==> config.mk <==
export PLATFORM = sky130hd
export DESIGN_NAME = iq_in_formatter_flat
export DESIGN_NICKNAME = d
export VERILOG_FILES = /design/src/rtl/iq_in_formatter_if.sv /design/src/rtl/iq_in_formatter.sv /design/src/flat_wrapper.sv
export SDC_FILE = /design/constraint.sdc
export NUM_CORES = 1
export LEC_CHECK = 0
export ABC_AREA = 1
export CORE_UTILIZATION = 60
export DETAILED_ROUTE_END_ITERATION = 8
export PLACE_DENSITY_LB_ADDON = 0.15
export SLEW_MARGIN = 40
export SYNTH_ARGS = -nofsm -noshare
export SYNTH_HDL_FRONTEND = slang
export SYNTH_SLANG_ARGS = --single-unit
==> constraint.sdc <==
create_clock -name ap_clk -period 4.3 [get_ports ap_clk]
set_input_delay 0.43 -clock ap_clk [delete_from_list [all_inputs] [get_ports ap_clk]]
set_output_delay 0.43 -clock ap_clk [all_outputs]
set_load 0.03 [all_outputs]
==> src/rtl/iq_in_formatter_if.sv <==
// -----------------------------------------------------------------------------
// iq_in_formatter_if
//
// AXI-Stream style IQ beat interface between iq_in_formatter and the FM
// receiver core.  One beat carries one complex sample.
//
//   TDATA  [31:0]  {Q[15:0], I[15:0]}, each Q1.15
//   TVALID         beat present
//   TREADY         sink accepts the beat
//
// Modports:
//   master - the formatter (drives TDATA/TVALID, reads TREADY)
//   slave  - the receiver  (reads TDATA/TVALID, drives TREADY)
// -----------------------------------------------------------------------------
interface iq_in_formatter_if;
   logic [31:0] TDATA;
   logic        TVALID;
   logic        TREADY;

   modport master (
      output TDATA,
      output TVALID,
      input  TREADY
   );

   modport slave (
      input  TDATA,
      input  TVALID,
      output TREADY
   );
endinterface

==> src/rtl/iq_in_formatter.sv <==
// -----------------------------------------------------------------------------
// iq_in_formatter
//
// Front end of the FM receiver: captures signed ADC I/Q pairs on a sample
// strobe, scales them to Q1.15, discards a settling prefix after enable,
// buffers the samples in a small first-word-fall-through FIFO and presents
// them as an AXI-Stream beat {Q,I}.  Samples that arrive while the FIFO is
// full are dropped and counted.
//
// Optional build macro:
//   IQ_IN_DC_REMOVE_EN - inserts a first-order DC blocker per channel ahead
//                        of the capture register.  Undefined by default.
//
// Ports:
//   ap_clk      in   clock
//   ap_rst_n    in   asynchronous active-low reset
//   en          in   capture enable
//   adc_valid   in   one-cycle strobe qualifying adc_i / adc_q
//   adc_i       in   ADC_W signed in-phase sample
//   adc_q       in   ADC_W signed quadrature sample
//   iq_out_V    if   master side of the IQ stream (TDATA/TVALID/TREADY)
//   clr_ovf     in   synchronous clear of the overflow status
//   ovf_sticky  out  set on any dropped sample
//   ovf_count   out  16-bit saturating dropped-sample count
//   state_o     out  00 IDLE, 01 PRIME, 10 RUN
//
// Parameters:
//   ADC_W       ADC sample width, 8..16
//   FIFO_DEPTH  FIFO entries, power of two, >= 2
//   PRIME_CNT   strobes discarded after enable (0 = none)
// -----------------------------------------------------------------------------
module iq_in_formatter #(
   parameter int ADC_W      = 12,
   parameter int FIFO_DEPTH = 8,
   parameter int PRIME_CNT  = 16
) (
   input  logic                    ap_clk,
   input  logic                    ap_rst_n,
   input  logic                    en,
   input  logic                    adc_valid,
   input  logic signed [ADC_W-1:0] adc_i,
   input  logic signed [ADC_W-1:0] adc_q,
   iq_in_formatter_if.master       iq_out_V,
   input  logic                    clr_ovf,
   output logic                    ovf_sticky,
   output logic [15:0]             ovf_count,
   output logic [1:0]              state_o
);

   localparam int PTR_W = $clog2(FIFO_DEPTH);
   // Prime counter must hold the value PRIME_CNT-1; keep at least one bit
   // so the PRIME_CNT = 0 build still elaborates.
   localparam int PCW   = (PRIME_CNT > 0) ? $clog2(PRIME_CNT + 1) : 1;

   typedef enum logic [1:0] {
      ST_IDLE  = 2'b00,
      ST_PRIME = 2'b01,
      ST_RUN   = 2'b10
   } state_t;

   state_t             state_reg;
   logic [PCW-1:0]     prime_cnt_reg;

   // {Q,I} after scaling (and DC removal when built in)
   logic [31:0]        y_pack;

   logic               st1_valid_reg;
   logic [31:0]        st1_data_reg;
   logic               capture;

   logic [31:0]        fifo_mem [FIFO_DEPTH];
   logic [PTR_W-1:0]   rd_ptr_reg;
   logic [PTR_W-1:0]   wr_ptr_reg;
   logic [PTR_W:0]     occ_reg;
   logic [PTR_W:0]     occ_next;
   logic               tvalid;
   logic               pop;
   logic               push;
   logic               drop;

   logic               ovf_sticky_reg;
   logic [15:0]        ovf_count_reg;

   // -------------------------------------------------------------------------
   // Per-channel scaling (channel 0 = I, channel 1 = Q)
   // -------------------------------------------------------------------------
   generate
      for (genvar gi = 0; gi < 2; gi++) begin : g_chan
         logic signed [ADC_W-1:0] adc_sel;
         logic signed [15:0]      s_ch;

         assign adc_sel = (gi == 0) ? adc_i : adc_q;
         // Left-justify into Q1.15: sign extend, then zero-fill the LSBs.
         assign s_ch    = 16'(adc_sel) << (16 - ADC_W);

`ifdef IQ_IN_DC_REMOVE_EN
         logic signed [25:0] acc_reg;
         logic signed [25:0] acc_next;
         logic signed [15:0] dc_est;
         logic signed [16:0] y_unsat;
         logic        [15:0] y_sat;

         assign dc_est   = 16'(acc_reg >>> 10);
         assign y_unsat  = 17'(s_ch) - 17'(dc_est);
         // Bits 16 and 15 disagree only when the difference left Q1.15.
         assign y_sat    = (y_unsat[16] != y_unsat[15]) ?
                           (y_unsat[16] ? 16'h8000 : 16'h7FFF) :
                           y_unsat[15:0];
         assign acc_next = acc_reg + 26'(y_unsat) - 26'(dc_est);

         // en low in PRIME/RUN sends the FSM to IDLE on this edge, so the
         // accumulator is cleared with it; in IDLE it simply stays zero.
         always_ff @(posedge ap_clk or negedge ap_rst_n) begin
            if (!ap_rst_n) begin
               acc_reg <= '0;
            end else if (!en) begin
               acc_reg <= '0;
            end else if (adc_valid && (state_reg != ST_IDLE)) begin
               acc_reg <= acc_next;
            end
         end

         assign y_pack[gi*16 +: 16] = y_sat;
`else
         assign y_pack[gi*16 +: 16] = s_ch;
`endif
      end
   endgenerate

   // -------------------------------------------------------------------------
   // Control FSM: IDLE -> (PRIME) -> RUN, any state -> IDLE when en drops.
   // -------------------------------------------------------------------------
   always_ff @(posedge ap_clk or negedge ap_rst_n) begin
      if (!ap_rst_n) begin
         state_reg     <= ST_IDLE;
         prime_cnt_reg <= '0;
      end else begin
         case (state_reg)
            ST_IDLE: begin
               prime_cnt_reg <= '0;
               if (en) begin
                  state_reg <= (PRIME_CNT == 0) ? ST_RUN : ST_PRIME;
               end
            end
            ST_PRIME: begin
               if (!en) begin
                  state_reg <= ST_IDLE;
               end else if (adc_valid) begin
                  prime_cnt_reg <= prime_cnt_reg + 1'b1;
                  if (prime_cnt_reg == PCW'(PRIME_CNT - 1)) begin
                     state_reg <= ST_RUN;
                  end
               end
            end
            ST_RUN: begin
               if (!en) begin
                  state_reg <= ST_IDLE;
               end
            end
            default: begin
               state_reg <= ST_IDLE;
            end
         endcase
      end
   end

   assign state_o = state_reg;

   // -------------------------------------------------------------------------
   // Stage 1 capture register.  A strobe coinciding with en falling is not
   // captured, hence the explicit en term.
   // -------------------------------------------------------------------------
   assign capture = adc_valid && en && (state_reg == ST_RUN);

   always_ff @(posedge ap_clk or negedge ap_rst_n) begin
      if (!ap_rst_n) begin
         st1_valid_reg <= 1'b0;
         st1_data_reg  <= '0;
      end else begin
         st1_valid_reg <= capture;
         if (capture) begin
            st1_data_reg <= y_pack;
         end
      end
   end

   // -------------------------------------------------------------------------
   // First-word-fall-through FIFO.  The head entry is read combinationally so
   // a write is visible on TDATA the cycle after it lands; the storage has no
   // reset because the pointers alone define what is valid.
   // -------------------------------------------------------------------------
   assign tvalid = (occ_reg != '0);
   assign pop    = tvalid && iq_out_V.TREADY;
   // A full FIFO still accepts a write when the head leaves in the same cycle.
   assign push   = st1_valid_reg &&
                   ((occ_reg != (PTR_W+1)'(FIFO_DEPTH)) || pop);
   assign drop   = st1_valid_reg && !push;

   always_comb begin
      occ_next = occ_reg;
      case ({push, pop})
         2'b10:   occ_next = occ_reg + 1'b1;
         2'b01:   occ_next = occ_reg - 1'b1;
         default: occ_next = occ_reg;
      endcase
   end

   always_ff @(posedge ap_clk) begin
      if (push) begin
         fifo_mem[wr_ptr_reg] <= st1_data_reg;
      end
   end

   always_ff @(posedge ap_clk or negedge ap_rst_n) begin
      if (!ap_rst_n) begin
         rd_ptr_reg <= '0;
         wr_ptr_reg <= '0;
         occ_reg    <= '0;
      end else begin
         occ_reg <= occ_next;
         if (push) begin
            wr_ptr_reg <= wr_ptr_reg + 1'b1;
         end
         if (pop) begin
            rd_ptr_reg <= rd_ptr_reg + 1'b1;
         end
      end
   end

   // TDATA is forced to zero while no beat is offered so reset and drained
   // states present a clean bus.
   assign iq_out_V.TVALID = tvalid;
   assign iq_out_V.TDATA  = tvalid ? fifo_mem[rd_ptr_reg] : '0;

   // -------------------------------------------------------------------------
   // Overflow status.  A drop in the clearing cycle is counted as the first
   // event after the clear.
   // -------------------------------------------------------------------------
   always_ff @(posedge ap_clk or negedge ap_rst_n) begin
      if (!ap_rst_n) begin
         ovf_sticky_reg <= 1'b0;
         ovf_count_reg  <= '0;
      end else if (clr_ovf) begin
         ovf_sticky_reg <= drop;
         ovf_count_reg  <= drop ? 16'd1 : 16'd0;
      end else if (drop) begin
         ovf_sticky_reg <= 1'b1;
         if (ovf_count_reg != 16'hFFFF) begin
            ovf_count_reg <= ovf_count_reg + 16'd1;
         end
      end
   end

   assign ovf_sticky = ovf_sticky_reg;
   assign ovf_count  = ovf_count_reg;

endmodule

==> src/flat_wrapper.sv <==
// flat-port wrapper written by rule: the top's interface ports become plain ports
module iq_in_formatter_flat 
#(
   parameter int ADC_W      = 12,
   parameter int FIFO_DEPTH = 8,
   parameter int PRIME_CNT  = 16
)
  (ap_clk, ap_rst_n, en, adc_valid, adc_i, adc_q, clr_ovf, ovf_sticky, ovf_count, state_o, iq_out_V_TDATA, iq_out_V_TVALID, iq_out_V_TREADY);
  iq_in_formatter_if iq_out_V_i ();
  input  logic ap_clk;
  input  logic ap_rst_n;
  input  logic en;
  input  logic adc_valid;
  input  logic signed [ADC_W-1:0] adc_i;
  input  logic signed [ADC_W-1:0] adc_q;
  input  logic clr_ovf;
  output logic ovf_sticky;
  output logic [15:0] ovf_count;
  output logic [1:0] state_o;
  output wire logic [$bits(iq_out_V_i.TDATA)-1:0] iq_out_V_TDATA;
  output wire logic [$bits(iq_out_V_i.TVALID)-1:0] iq_out_V_TVALID;
  input wire logic [$bits(iq_out_V_i.TREADY)-1:0] iq_out_V_TREADY;
  assign iq_out_V_TDATA = iq_out_V_i.TDATA;
  assign iq_out_V_TVALID = iq_out_V_i.TVALID;
  assign iq_out_V_i.TREADY = iq_out_V_TREADY;
  iq_in_formatter #(.ADC_W(ADC_W), .FIFO_DEPTH(FIFO_DEPTH), .PRIME_CNT(PRIME_CNT)) u_core (.ap_clk(ap_clk), .ap_rst_n(ap_rst_n), .en(en), .adc_valid(adc_valid), .adc_i(adc_i), .adc_q(adc_q), .iq_out_V(iq_out_V_i), .clr_ovf(clr_ovf), .ovf_sticky(ovf_sticky), .ovf_count(ovf_count), .state_o(state_o));
endmodule
== After elaboration in Yosys (flattened, before gate mapping) ==
Memories as Yosys holds them, arrays and structs flattened.
Index checks and enable logic that the tools add are counted.
Cells by class
  reduce and logical (&&, ||, !) cells: 16
  add/sub/neg operators: 6
  muxes and demuxes: 19
  equal/unequal tests: 13
Operators by type and width (count)
  $mux W16: 3
  $mux W32: 1
  $add A16 B1 Y16 const B: 1
  $ne A16 B16 Y1 const B: 1
  $mux W2: 5
  $mux W5: 2
  $pmux W5 S2: 1
  $ne A2 B2 Y1 const B: 4
  $pmux W4 S2: 1
  $reduce_bool A2 Y1: 4
  $add A3 B1 Y3 const B: 2
  $pmux W2 S3: 1
  $add A5 B1 Y5 const B: 1
  $eq A5 B4 Y1 const B: 1
  $logic_and A1 B1 Y1: 5
  $mux W1: 5
  $add A4 B1 Y4 const B: 1
  $eq A2 B1 Y1 const B: 2
  $eq A2 B2 Y1 const B: 2
  $ne A4 B4 Y1 const B: 1
  $reduce_and A4 Y1: 1
  $reduce_bool A4 Y1: 1
  $sub A4 B1 Y4 const B: 1
  $ne A3 B2 Y1 const B: 1
  other kinds (6): 6
Word-level totals
  bits of input ports: 30
  memories: 1
  logic and storage cells: 64
  output and inout port bits: 52
  register bits: 59
  memory bits (writable): 192
Memories
  u_core.fifo_mem: depth 8, bits a word 24, read ports 1, clocked after Yosys merged registers in 0, write ports 1, RTL line iq_in_formatter.sv:71  | logic [31:0] fifo_mem [FIFO_DEPTH];

== Longest topological paths before layout ==
Gate-level depths: netlist of run 1.
  depth after elaboration: 8
  mapped depth: 12
  depth with buffers taken out: 12

== Least setup slack after synthesis of run 1 ==
OpenSTA, ideal clock, no wires.
  path type: flip-flop to flip-flop
  start: register u_core.occ_reg[3]
  end: memory u_core.fifo_mem[0][0] in the netlist's numbering, enable pin
  data required time: 3.895 ns
  library setup time: 0.405 ns
  period minus slack after synthesis: 2.385 ns
  buffers on the path: 0
  arrival time: 1.981 ns
  cell stages (with the launch flop): 7
  path slack: 1.915 ns
  cells stage by stage: dfrtp_1 -> inv_1 -> nor2_1 -> nand3_1 -> nand2_1 -> or2_2 -> nor2_1
Between the ends
  word-level cells in the longest chain between the ends: 6
  elaborated cells on any way between the ends: 7
  those cells by class: eq/ne: 1; mux: 2; reduce/logical: 4
RTL lines
  start: declaration: RTL line iq_in_formatter.sv:74  | logic [PTR_W:0] occ_reg;
  start signal: assignment: RTL line iq_in_formatter.sv:220  | occ_reg <= occ_next;
  $reduce_bool A4 Y1: RTL line iq_in_formatter.sv:192  | assign tvalid = (occ_reg != '0);
  $logic_and A1 B1 Y1: RTL line iq_in_formatter.sv:193  | assign pop = tvalid && iq_out_V.TREADY;
  $logic_or A1 B1 Y1 (*): RTL line iq_in_formatter.sv:196  | ((occ_reg != (PTR_W+1)'(FIFO_DEPTH)) || pop);
  $logic_and A1 B1 Y1 (*): RTL line iq_in_formatter.sv:195  | assign push = st1_valid_reg &&
  $mux W1 (*): RTL line iq_in_formatter.sv:209  | if (push) begin
  $mux W1 (implied by the code) (*): RTL line iq_in_formatter.sv:210  | fifo_mem[wr_ptr_reg] <= st1_data_reg;
  end: declaration: RTL line iq_in_formatter.sv:71
Mark *: on every way between the ends. The rest lies on a longest branch, timed or not.

== Final worst setup path of run 1 ==
  start: register u_core.rd_ptr_reg[0]
  end: output port iq_out_V_TDATA[27]
Between the ends
  word-level cells in the longest chain between the ends: 2
RTL lines
  start: declaration: RTL line iq_in_formatter.sv:72  | logic [PTR_W-1:0] rd_ptr_reg;
  start signal: assignment: RTL line iq_in_formatter.sv:225  | rd_ptr_reg <= rd_ptr_reg + 1'b1;
  $mem_v2 Z8 W24
  $mux W32: RTL line iq_in_formatter.sv:233  | assign iq_out_V.TDATA = tvalid ? fifo_mem[rd_ptr_reg] : '0;
  end: declaration: RTL line flat_wrapper.sv:20  | output wire logic [$bits(iq_out_V_i.TDATA)-1:0] iq_out_V_TDATA;
No other way between the ends.

==> impl_metrics.json, run 1 <==
{
  "fin_skew_ns": 0.006939,
  "period_minus_slack_ns": 3.463,
  "max_freq_ghz": 0.2888,
  "placement.io_buffers": 73,
  "dpl_cell_area_sq_um": 11530,
  "first_iter_violations": 714,
  "clkLatencyLatePin_ns": 0.51,
  "grt_overflow": 0,
  "cp-start-kind": "register",
  "ff_latch_area_sq_um": 7247,
  "die_w_um": 134.8,
  "status": "completed",
  "fin_tns_setup_ns": 0,
  "dpl.hpwl_mm": 12.48,
  "ios": 82,
  "async_reset_ff_share_pct": 23.51,
  "grt_pass1_wl_mm": 34.23,
  "ys_seq_elements": 251,
  "power_density_nw_per_um2": 599.6,
  "endpoint": "iq_out_V_TDATA[27]",
  "multi_input_area_sq_um": 2972,
  "ys.flop_type": "edfxtp_1",
  "maxSlewHeadroom_pct": 45.85,
  "vias_per_cell": 5.532,
  "synth_area_leaders": "edfxtp_1 (54%), dfrtp_1 (14%), nor2_1 (7.7%)",
  "setup_viol": 0,
  "startpoint": "u_core.rd_ptr_reg[0]",
  "synth_common_cells": "nor2_1 (217), edfxtp_1 (192), nand2_1 (166)",
  "core-area_sq_um": 17240,
  "worstSetupPathType": "register to output port",
  "chipHeight_um": 134.8,
  "cts_buffers": 24,
  "rsz0062_at_grt": "false",
  "post-cts-setup-buffer-count": 0,
  "dieArea_sq_um": 18180,
  "drc_errors": 0,
  "ff2ff_path_depth": 8,
  "cap_viol_max_count": 0,
  "yosysMostFrequentCell": "nor2_1",
  "synth_area_sq_um": 10590,
  "max_slew.worst_pin.slew_ns": 0.8114,
  "clk_path_buf_depth": 3,
  "area_growth_pct": 16.46,
  "synth_area_leader_cell": "edfxtp_1",
  "crit_arrival_ns": 3.03,
  "regToRegSetupSlack_ns": 1.96,
  "final_nets": 1091,
  "first_global_vias": 6594,
  "end_kind": "output port",
  "first_pass_iters": 5,
  "hold_viol": 0,
  "crit_fanout": 37,
  "syn_area_per_cell_sq_um": 10.77,
  "synth.top_cell.area_share_pct": 54.45,
  "gp_congestion": 0.7344,
  "start_util_pct": 61.43,
  "final_cell_area_sq_um": 12330,
  "cts_tree": "built",
  "postSynthCellCount": 983,
  "timing.rr.start": "u_core.occ_reg[3]",
  "ys_warn_count": 0,
  "synth_edf_count": 192,
  "period_share_pct": 80.53,
  "cts_root_buffer": "clkbuf_16",
  "largest_reg_flops": 192,
  "vias": 7169,
  "num_rows": 48,
  "crit_required_ns": 3.87,
  "synth_seq_area_share_pct": 68.39,
  "track_usage_pct": 24.72,
  "grt_max_degree": 98,
  "drv_slew": 0,
  "ys_types": 33,
  "diodes": 0,
  "drt-total-wl_mm": 21.91,
  "hp-class": "input pin to async pin",
  "htreeDepth": 1,
  "clock-sinks": 251,
  "peakVddDrop_mv": 0.4139,
  "cts.clk_slew.worst_paths_ns": 0.06,
  "drive_gt1_share_pct": 8.497,
  "wl_per_cell_um": 16.90,
  "grt_antenna_before_repair": 0,
  "leakagePower_uw": 0.005186,
  "drt.antenna.violating_nets": 0,
  "fillers": 1214,
  "r2r_end": "u_core.fifo_mem[3][17]"
}
logic make-up (layout without fill, tap and decap cells):
group                    after synthesis  after routing  share of synthesized area [%]
XOR/XNOR                              10             10                         0.8272
AND/OR/NAND/NOR                      432            432                          16.47
buffers and inverters                 92            173                          4.029
other                                  1              8                        0.03541
flip-flops                           251            251                          68.39
AO/OA/AOI/OAI                        189            189                          9.228
adder cells (fa/ha/maj)                8              8                          1.016
worst min-delay path by stage:
stage,from,endpoint,slack (ns)
2_1_floorplan,ap_rst_n,u_core.occ_reg[0],0.13
3_3_place_gp,u_core.occ_reg[3],u_core.occ_reg[3],0.45
3_5_place_dp,ap_rst_n,u_core.prime_cnt_reg[4],0.45
4_1_cts,adc_q[4],u_core.st1_data_reg[24],0.43
5_1_grt,adc_i[5],u_core.st1_data_reg[9],0.45
6_report,ap_rst_n,u_core.prime_cnt_reg[1],0.43
stage by stage:
step	utilization (%)	setup WS (ns)	hold slack (ns)	std cells	total power [uW]
2_1_floorplan	-	1.915	0.1344	990	4518
4_1_cts	71.52	0.7934	0.4297	1296	7436
3_3_place_gp	66.72	1.387	0.4520	1250	5270
5_1_grt	71.54	0.6280	0.4501	1296	7784
3_5_place_dp	66.87	1.371	0.4465	1251	5343
6_report	71.54	0.8374	0.4324	1296	7395
where the power goes:
part	internal [uW]	switching [uW]	leakage, uW
Combinational	941	1650	0.00177
Clock	1230	857	0.000382
Sequential	2620	92.7	0.00303
critical path, stage by stage, from the launching register on:
cell and delay (ns):
dfrtp_2 0.42, inv_2 0.47, buf_4 0.43, o21ai_0 0.14, o21ai_1 0.09, o21ai_0 0.09
nor2_1 0.18, clkdlybuf4s50_1 0.70
routing by layer:
metal | routed length (um) | global-route usage [%] | share of wire [%] | vias up
li1 | - | - | - | 3463
met1 | 9345 | 35.33 | 43 | 3426
met2 | 10680 | 39.20 | 49 | 237
met3 | 1329 | 3.003 | 6.1 | 43
met4 | 551 | 9.800 | 2.5 | 0
met5 | 0 | 0 | 0 | -
placed cells by master, fill, tap and decap left out, types with 2 or more instances in the layout:
cell type and instances:
nand2_1 166, nor2_4 3, clkinv_2 3, a21oi_1 3, nor2_1 209, clkdlybuf4s50_1 72
nand3_1 26, nand4_1 6, clkinv_1 4, o22ai_1 2, conb_1 8, o21ai_0 119
edfxtp_1 192, clkbuf_8 3, nor2_2 9, inv_1 31, ha_1 7, dfrtp_1 57
buf_12 2, bufinv_16 2, or2_2 3, xor2_1 7, clkbuf_16 25, inv_2 6
clkbuf_1 5, buf_4 16, xnor2_1 3, o21ai_1 57, o21ai_2 7, clkinvlp_4 2
nand2_2 4
layout make-up:
type                       count  share of cell area, %
sequential                   251                  58.77
multi-input combinational    647                  24.10
timing repair buffer          92                  7.315
clock buffer                  33                  5.560
tap                          225                  2.283
inverter                      37                  1.126
clock inverter                11                 0.8523
what timing repair did:
action / 4_1_cts / 5_1_grt
setup endpoints to repair: 0 / 0
resized for setup: 0 / 0
hold buffers: 1 / 0
endpoints found under the hold margin: 36 / 0
Power figures use the tool's default switching activity.
==> run 2, diff against run 1 <==
CORE_UTILIZATION = 58   (was 60)
clock period = 3.25 ns   (was 4.3 ns; I/O delays follow)
==> impl_metrics.json, run 2 (synthesis results as in run 1) <==
{
  "grt_antenna_before_repair": 0,
  "swShare_pct": 35.40,
  "core-area_sq_um": 17900,
  "final_nets": 1095,
  "dpl_cell_area_sq_um": 11480,
  "drv_slew": 0,
  "finalPower_uw": 9868,
  "switchingPower_uw": 3493,
  "end_kind": "output port",
  "max_slew.worst_pin.slew_ns": 0.6485,
  "wl_per_cell_um": 16.96,
  "hold_viol": 0,
  "gp_congestion": 0.8299,
  "cts.clk_slew.worst_paths_ns": 0.06,
  "clkLatencyLatePin_ns": 0.52,
  "period_minus_slack_ns": 2.818,
  "fillers": 1336,
  "crit_family": "buffers and inverters",
  "start_util_pct": 59.15,
  "first_pass_iters": 5,
  "num_rows": 49,
  "cts_buffers": 26,
  "peakVddDrop_mv": 0.6036,
  "dpl.hpwl_mm": 12.59,
  "power_frac_comb_pct": 33.5,
  "cts_root_buffer": "clkbuf_16",
  "htreeDepth": 1,
  "clock-sinks": 251,
  "drive_gt1_share_pct": 11.14,
  "track_usage_pct": 24.21,
  "leakagePower_uw": 0.005263,
  "first_iter_violations": 549,
  "cts_tree": "built",
  "dieArea_sq_um": 18800,
  "ios": 82,
  "layout_commonest_cell": "nor2_1",
  "drt.antenna.violating_nets": 0,
  "fin_skew_ns": 0.009673,
  "vias_per_cell": 5.452,
  "crit_fanout": 62,
  "die_w_um": 137.1,
  "grt_overflow": 0,
  "diodes": 0,
  "cp-start-kind": "register",
  "crit_slowest_cell": "dfrtp_2",
  "final_cell_mix": "nor2_1 (209), edfxtp_1 (192), nand2_1 (166)",
  "final_cell_area_sq_um": 12350,
  "fin_tns_setup_ns": 0,
  "grt_pass1_wl_mm": 34.44,
  "cp_cell_sequence": "inv_2, buf_4, nor2_1, o21ai_0, o21ai_0, nor2_1, buf_4",
  "chipHeight_um": 137.1,
  "rsz0062_at_grt": "false",
  "period_share_pct": 86.72,
  "placement.io_buffers": 73,
  "drt-total-wl_mm": 22.15,
  "seqPwrFrac_pct": 36.6,
  "clk_path_buf_depth": 3,
  "area_growth_pct": 16.66,
  "hp-class": "input pin to async pin",
  "vias": 7120,
  "critPathBufInv": 3,
  "worstSetupPathType": "register to output port",
  "drc_errors": 0,
  "first_global_vias": 6740,
  "largest_reg_flops": 192,
  "crit_required_ns": 2.92,
  "setup_viol": 0,
  "max_freq_ghz": 0.3548,
  "intPower_uw": 6374,
  "crit_arrival_ns": 2.49,
  "clkPwrFrac_pct": 29.9,
  "power_density_nw_per_um2": 798.8,
  "cpPeakStageDelay_ns": 0.59,
  "maxSlewHeadroom_pct": 56.76,
  "grt_max_degree": 63,
  "cap_viol_max_count": 0,
  "status": "completed"
}
## run 2: cell types whose count changed in the layout (fill, tap and decap cells not counted), sizes merged
cell / before / now
buf: 19 / 45
clkdlybuf4s50: 72 / 48
clkbuf: 33 / 40
clkinv: 7 / 5
clkinvlp: 2 / 1
## run 2: layer usage
layer / up-vias / global-route usage (%) / share of wire (%)
li1: 3473 / - / -
met1: 3454 / 32.91 / 44
met2: 172 / 41.55 / 49
met3: 21 / 3.444 / 5.0
met4: 0 / 5.311 / 1.2
met5: - / 0 / 0
## run 2: cell type report
type                       instances  area, sq um  share of cell area, %
clock inverter                     8        96.34                 0.7799
multi-input combinational        647         2972                  24.06
clock buffer                      40        764.5                  6.189
sequential                       251         7244                  58.64
tap                              229        286.5                  2.319
inverter                          37        138.9                  1.124
timing repair buffer              94        850.8                  6.887
## run 2: path summary, 6_finish.rpt
kind                                 startpoint                 endpoint  slack (ns)  depth (start not counted)
max in group asynchronous              ap_rst_n      u_core.ovf_count[2]        1.84                          4
setup reg to reg              u_core.occ_reg[3]    u_core.fifo_mem[1][4]        1.30                          8
hold reg to reg               u_core.occ_reg[3]        u_core.occ_reg[3]        0.48                          2
hold / removal                         ap_rst_n  u_core.st1_data_reg[10]        0.33                          2
min in group ap_clk                    adc_i[7]  u_core.st1_data_reg[11]        0.34                          3
setup / recovery           u_core.rd_ptr_reg[0]        iq_out_V_TDATA[5]        0.43                          7
## run 2: through the flow
step                worst slack [ns]  instances  hold slack (ns)  utilization (%)
detailed placement            0.9028       1257           0.3261            64.11
global placement              0.9865       1257           0.3193            64.11
finish                        0.4315       1306           0.3315            69.00
global route                  0.2219       1306           0.3481            69.00
floorplan                     0.8647        990          0.02941                -
CTS                           0.4172       1306           0.3219            68.98
## run 2: what timing repair did
action / in CTS / in global routing
hold buffers: 1 / 0
hold endpoints to repair: 15 / 0
setup endpoints to repair: 0 / 0
gates resized for setup: 0 / 0
buffers inserted: 0 / 0
## run 2: power groups by stage
| stage | sequential (uW) | clock [uW] | combinational [uW] |
|---|---|---|---|
| floorplan | 3560 | 0 | 2420 |
| global placement | 3670 | 0 | 3250 |
| detailed placement | 3680 | 0 | 3300 |
| CTS | 3610 | 2980 | 3330 |
| global route | 3620 | 3100 | 3670 |
| finish | 3610 | 2950 | 3300 |
